[config.mk]
export PLATFORM = sky130hd
export DESIGN_NAME = pipe_muldiv
export DESIGN_NICKNAME = d
export VERILOG_FILES = /design/src/rtl/pipe_muldiv.sv
export SDC_FILE = /design/constraint.sdc
export NUM_CORES = 1
export LEC_CHECK = 0
export ABC_AREA = 1
export BUFFER_PORTS_ARGS = -buffer_cell sky130_fd_sc_hd__buf_2
export CAP_MARGIN = 25
export CORE_ASPECT_RATIO = 1.25
export CORE_UTILIZATION = 50
export DETAILED_ROUTE_END_ITERATION = 16
export GPL_ROUTABILITY_DRIVEN = 1
export GPL_TIMING_DRIVEN = 1
export PLACE_DENSITY_LB_ADDON = 0.1
export SYNTH_ARGS = -nofsm -noshare
export SYNTH_HDL_FRONTEND = slang
export SYNTH_SLANG_ARGS = --single-unit
[constraint.sdc]
create_clock -name clk -period 3.33 [get_ports clk]
set_input_delay 0.333 -clock clk [delete_from_list [all_inputs] [get_ports clk]]
set_output_delay 0.333 -clock clk [all_outputs]
set_load 0.05 [all_outputs]
[src/rtl/pipe_muldiv.sv]
// pipe_muldiv: multi-cycle multiply/divide unit owning the HI/LO pair.
// Iterative shift-add multiply and restoring divide, 32 iterations each,
// followed by a sign-fix cycle. Optional macro MULDIV_FAST_MUL_EN replaces
// the iterative multiply with a single-cycle multiplier (divide unchanged).
module pipe_muldiv (
    input  logic        clk,
    input  logic        rst,
    input  logic        start,
    input  logic [3:0]  AluFunc,
    input  logic [31:0] a,
    input  logic [31:0] b,
    input  logic        HiWrite,
    input  logic        LoWrite,
    output logic        busy,
    output logic [31:0] hi,
    output logic [31:0] lo
);

    typedef enum logic [1:0] {
        IDLE = 2'd0,
        RUN  = 2'd1,
        FIX  = 2'd2
    } state_t;

    state_t      state;
    state_t      state_next;
    logic [5:0]  cnt;
    logic        signed_op;
    logic        is_div;
    logic [31:0] mag_a;
    logic [31:0] mag_b;
    logic [31:0] raw_a;
    logic [31:0] raw_b;
    logic [63:0] acc;

    logic        valid_start;
    logic        fast_mul;
    logic [31:0] in_mag_a;
    logic [31:0] in_mag_b;
    logic [32:0] mul_sum;
    logic [32:0] div_shift;
    logic [33:0] div_diff;
    logic [63:0] acc_step;
    logic [31:0] res_hi;
    logic [31:0] res_lo;

    // Two's-complement absolute value; 0x80000000 maps to itself (read unsigned).
    function automatic logic [31:0] magnitude(input logic [31:0] v, input logic sgn);
        return (sgn && v[31]) ? (32'd0 - v) : v;
    endfunction

    assign valid_start = start && (AluFunc[3:2] == 2'b11);
    assign in_mag_a    = magnitude(a, ~AluFunc[0]);
    assign in_mag_b    = magnitude(b, ~AluFunc[0]);
    assign busy        = (state != IDLE);

`ifdef MULDIV_FAST_MUL_EN
    assign fast_mul = valid_start && !AluFunc[1];
`else
    assign fast_mul = 1'b0;
`endif

    // One iteration: multiply adds the multiplicand into the upper half and
    // shifts right; divide shifts the remainder left and tries a subtract.
    always_comb begin
        mul_sum   = {1'b0, acc[63:32]} + {1'b0, (acc[0] ? mag_a : 32'd0)};
        div_shift = {acc[63:32], acc[31]};
        div_diff  = {1'b0, div_shift} - {2'b00, mag_b};
        acc_step  = acc;
        if (is_div) begin
            if (!div_diff[33]) begin
                acc_step = {div_diff[31:0], acc[30:0], 1'b1};
            end else begin
                acc_step = {div_shift[31:0], acc[30:0], 1'b0};
            end
        end else begin
            acc_step = {mul_sum, acc[31:1]};
        end
    end

    // Sign correction and divide-by-zero override applied in FIX.
    always_comb begin
        res_hi = acc[63:32];
        res_lo = acc[31:0];
        if (is_div) begin
            if (raw_b == 32'd0) begin
                res_hi = raw_a;
                res_lo = 32'hFFFF_FFFF;
            end else begin
                res_lo = (signed_op && (raw_a[31] ^ raw_b[31])) ? (32'd0 - acc[31:0]) : acc[31:0];
                res_hi = (signed_op && raw_a[31]) ? (32'd0 - acc[63:32]) : acc[63:32];
            end
        end else begin
            if (signed_op && (raw_a[31] ^ raw_b[31])) begin
                {res_hi, res_lo} = 64'd0 - acc;
            end else begin
                {res_hi, res_lo} = acc;
            end
        end
    end

    // Next-state logic for the IDLE -> RUN -> FIX -> IDLE sequence.
    always_comb begin
        state_next = state;
        case (state)
            IDLE: begin
                if (valid_start) begin
                    state_next = fast_mul ? FIX : RUN;
                end else begin
                    state_next = IDLE;
                end
            end
            RUN: begin
                if (cnt == 6'd31) begin
                    state_next = FIX;
                end else begin
                    state_next = RUN;
                end
            end
            FIX:     state_next = IDLE;
            default: state_next = IDLE;
        endcase
    end

    // State register.
    always_ff @(posedge clk) begin
        if (rst) begin
            state <= IDLE;
        end else begin
            state <= state_next;
        end
    end

    // Operand latch, iteration datapath and HI/LO registers.
    always_ff @(posedge clk) begin
        if (rst) begin
            cnt       <= 6'd0;
            signed_op <= 1'b0;
            is_div    <= 1'b0;
            mag_a     <= 32'd0;
            mag_b     <= 32'd0;
            raw_a     <= 32'd0;
            raw_b     <= 32'd0;
            acc       <= 64'd0;
            hi        <= 32'd0;
            lo        <= 32'd0;
        end else begin
            case (state)
                IDLE: begin
                    if (valid_start) begin
                        signed_op <= ~AluFunc[0];
                        is_div    <= AluFunc[1];
                        mag_a     <= in_mag_a;
                        mag_b     <= in_mag_b;
                        raw_a     <= a;
                        raw_b     <= b;
                        cnt       <= 6'd0;
`ifdef MULDIV_FAST_MUL_EN
                        if (fast_mul) begin
                            acc <= {32'd0, in_mag_a} * {32'd0, in_mag_b};
                        end else begin
                            acc <= {32'd0, in_mag_a};
                        end
`else
                        if (AluFunc[1]) begin
                            acc <= {32'd0, in_mag_a};
                        end else begin
                            acc <= {32'd0, in_mag_b};
                        end
`endif
                    end else begin
                        if (HiWrite) hi <= a;
                        if (LoWrite) lo <= a;
                    end
                end
                RUN: begin
                    acc <= acc_step;
                    cnt <= cnt + 6'd1;
                end
                FIX: begin
                    hi <= res_hi;
                    lo <= res_lo;
                end
                default: begin
                    cnt <= 6'd0;
                end
            endcase
        end
    end

endmodule

==> flow_summary_export.csv <==
group,metric,value,unit
clock_tree,postCtsResizedCells,0,
routing,wl,97500,um
synth,ys_ff_latch,264,
critical_path,cp_max_fo,32,
critical_path,rrSetupSlack,0.25,ns
place,port_buffers,137,
timing,relSlewSlack,30.7,%
critical_path,criticalPathCategory,"flop to flop",
critical_path,cp_num_buf_inv,2,
global_routing,grt_overflow,0,
synth,ys_async_sr_fraction,0,%
global_routing,grt_pass1_wl,144000,um
global_routing,track_usage,43.1,%
clock_tree,clkTransAtPathRegs,0.08,ns
critical_path,start_kind,"flop",
final_layout,diodes,0,
synth,ys.warnings.count,0,
synth,synth_top_flop_cell,"dfxtp_1",
final_layout,multi_input_area,13700,sq um
synth,synth_compound_gate_area_share,20.1,%
timing,worst_pin_slew,1.04,ns
power_and_ir_drop,p_sw,0.00361,W
timing,layout_setup_ws,0.249,ns
power_and_ir_drop,p_leak,12.2,nW
place,hpwl,76800,um
power_and_ir_drop,switching_share,37.8,%
hold_path,worstHoldPathType,"input port to flop",
clock_tree,cts_setup_buffers,0,
critical_path,critPathRequiredTime,3.82,ns
die,dieArea,44000,sq um
timing,max_freq,325,MHz
die,io_pins,138,
routing,drc,0,
power_and_ir_drop,peakVddDrop,0.000455,V
critical_path,crit_slowest_cell,"dfxtp_1",
critical_path,slowest_delay,0.65,ns
die,die_h,234,um
timing,fin_setup_tns,0,ns
critical_path,cp_common_cell,"nand2_1",
die,num_rows,84,
timing,rsz0062_at_grt,"false",
clock_tree,htree_num_levels,1,
final_layout,final_cell_mix,"nand2_1 (914), inv_1 (499), nor2_1 (401)",
final_layout,drive_above_1_share,8.92,%
synth,syn_inst,3725,
power_and_ir_drop,seq_power_share,37.0,%
clock_tree,cts_hold_buf,0,
synth,synth_top_family_by_area,"simple AND/OR/NAND/NOR gates",
synth,synth_xor_area_share,3.37,%
critical_path,critPathCaptureType,"flop",
synth,synth-edff-count,0,
timing,finalSetupViolCount,0,
global_routing,grt_max_degree,97,
power_and_ir_drop,p_per_area,400,nW/um^2
die,core_area,42400,sq um
power_and_ir_drop,combPwrFrac,27.9,%
synth,synth_fp_nets,3869,
clock_tree,tritoncts,"done",
clock_tree,clk_path_buf_depth,3,
timing,slew_violations,0,
final_layout,nNetsFinal,3933,
global_routing,grt_pass1_vias,23900,
timing,fin_skew,0.0248,ns
synth,synth.area.mux_share,0,%
hold_path,min_path_cells,3,
place,gp_congestion,1.09,
routing,drt_iter0_drc,3186,
synth,syn-cell-area,21600,sq um
timing,fin_crit_sh,92.5,%
power_and_ir_drop,clkPwrFrac,35.1,%
critical_path,cp.depth,14,
clock_tree,insertion_delay,0.59,ns
job,drv_cap,0,
final_layout,layout_commonest_cell,"nand2_1",
final_layout,syn2layout_area_growth,10.3,%
synth,synthAdderAreaFrac,4.18,%
synth,synth_cell_types,52,
global_routing,antenna_found_initial,1,
routing,final_antenna_net_count,0,
routing,drt_pass1_iterations,6,
timing,report.final.hold_viol_count,0,
critical_path,path_cells,"ha_1, nand2_1, inv_1, nand2_1, nand2_1, a21oi_2, nand2_2, nand2_4, nand2_4, buf_4, a21oi_1, o21ai_1, nand3_1, nand2_1",
final_layout,seq_area,5290,sq um
power_and_ir_drop,p_int,0.00593,W
clock_tree,cts_buffers,29,
outcome,outcome,"finished clean",
clock_tree,root_buffer,"clkbuf_16",
synth,synthSimpleGateAreaFrac,35.5,%
critical_path,arrival,3.57,ns
routing,post_drt_wl_per_cell,22.3,um
routing,via_count,26300,
die,start_util,51.0,%
clock_tree,cts_sinks,264,
timing,fin_crit,3.08,ns
critical_path,ff2ff_path_depth,14,
synth,ys_seq_area_share,24.5,%
critical_path,cp_top_family,"simple AND/OR/NAND/NOR gates",
final_layout,nFillCells,4426,
place,place_ws,0.313,ns
die,die_width,188,um
synth,avgSynthCellArea,5.80,sq um
routing,viasPerCell,6.01,
==> path summary, 6_finish.rpt <==
kind | startpoint | to
max reg2reg | acc[42] | acc[45]
max | acc[42] | acc[45]
min | b[15] | raw_b[15]
min reg2reg | raw_a[20] | raw_a[20]
==> synth_stat cells, types with 20 or more instances <==
library cell | n | area, sq um
nand3_1 | 341 | 1710
inv_1 | 501 | 1880
buf_1 | 20 | 75.1
dfxtp_1 | 264 | 5290
xor2_1 | 81 | 709
o21ai_1 | 40 | 200
buf_2 | 26 | 130
inv_2 | 27 | 101
nor2_1 | 405 | 1520
a21oi_1 | 310 | 1550
nand2_1 | 916 | 3440
nor3_1 | 39 | 195
o21ai_0 | 328 | 1640
clkbuf_1 | 109 | 409
o211ai_1 | 54 | 405
nand4_1 | 43 | 269
ha_1 | 69 | 863
==> flip-flops by register name, indices dropped and copies added (netlist names), 6 cells and up <==
register	cells
acc	64
cnt	6
hi	32
lo	32
mag_a	32
mag_b	32
raw_a	31
raw_b	31
==> worst reg2reg max path, delay by kind of cell (launching register included) <==
kind	cells	cell delay [ns]
simple gates	8	1.05
buf+inv	2	0.35
compound gates	3	0.54
fa+ha+maj	1	0.38
flops	1	0.65
==> final cells by class <==
type                       instances  share of cell area (%)
multi-input combinational       2769                    57.3
sequential                       264                    22.2
inverter                         530                    8.39
timing repair buffer             195                    5.02
clock buffer                      37                    3.39
tap                              559                    2.94
clock inverter                    17                   0.710
==> metrics by stage <==
step	total power, W	utilization [%]	std cells	cell area, sq um	hold WS [ns]
global route	0.00986	56.2	4371	23800	0.0439
floorplan	0.00530	-	3725	21600	0.423
global placement	0.00613	53.9	4317	22800	0.435
finish	0.00953	56.2	4371	23800	0.0406
CTS	0.00943	56.2	4371	23800	0.0286
detailed placement	0.00615	53.9	4317	22800	0.438
==> per-layer routing <==
layer  part of all wire [%]  track usage [%]
met1                     38             52.9
met2                     43             68.5
met3                    9.8             6.38
met4                    8.6             32.5
met5                  0.010                0
==> cell families (layout without fill, tap and decap cells) <==
kind of cell               Yosys count  after routing
AOI/OAI and AO/OA                  802            802
xor gates and xnor gates            83             83
adders and majority gates           71             71
buffers and inverters              692            779
DFF                                264            264
and+or+nand+nor                   1813           1813
==> power by group through the flow <==
stage          clock [W]  combinational, W  sequential, W
6_report         0.00334           0.00266        0.00353
4_1_cts          0.00333           0.00259        0.00351
3_5_place_dp           0           0.00257        0.00358
3_3_place_gp           0           0.00255        0.00358
5_1_grt          0.00346           0.00286        0.00354
2_1_floorplan          0           0.00155        0.00375
Note: power is estimated with default switching activity, not from simulation.
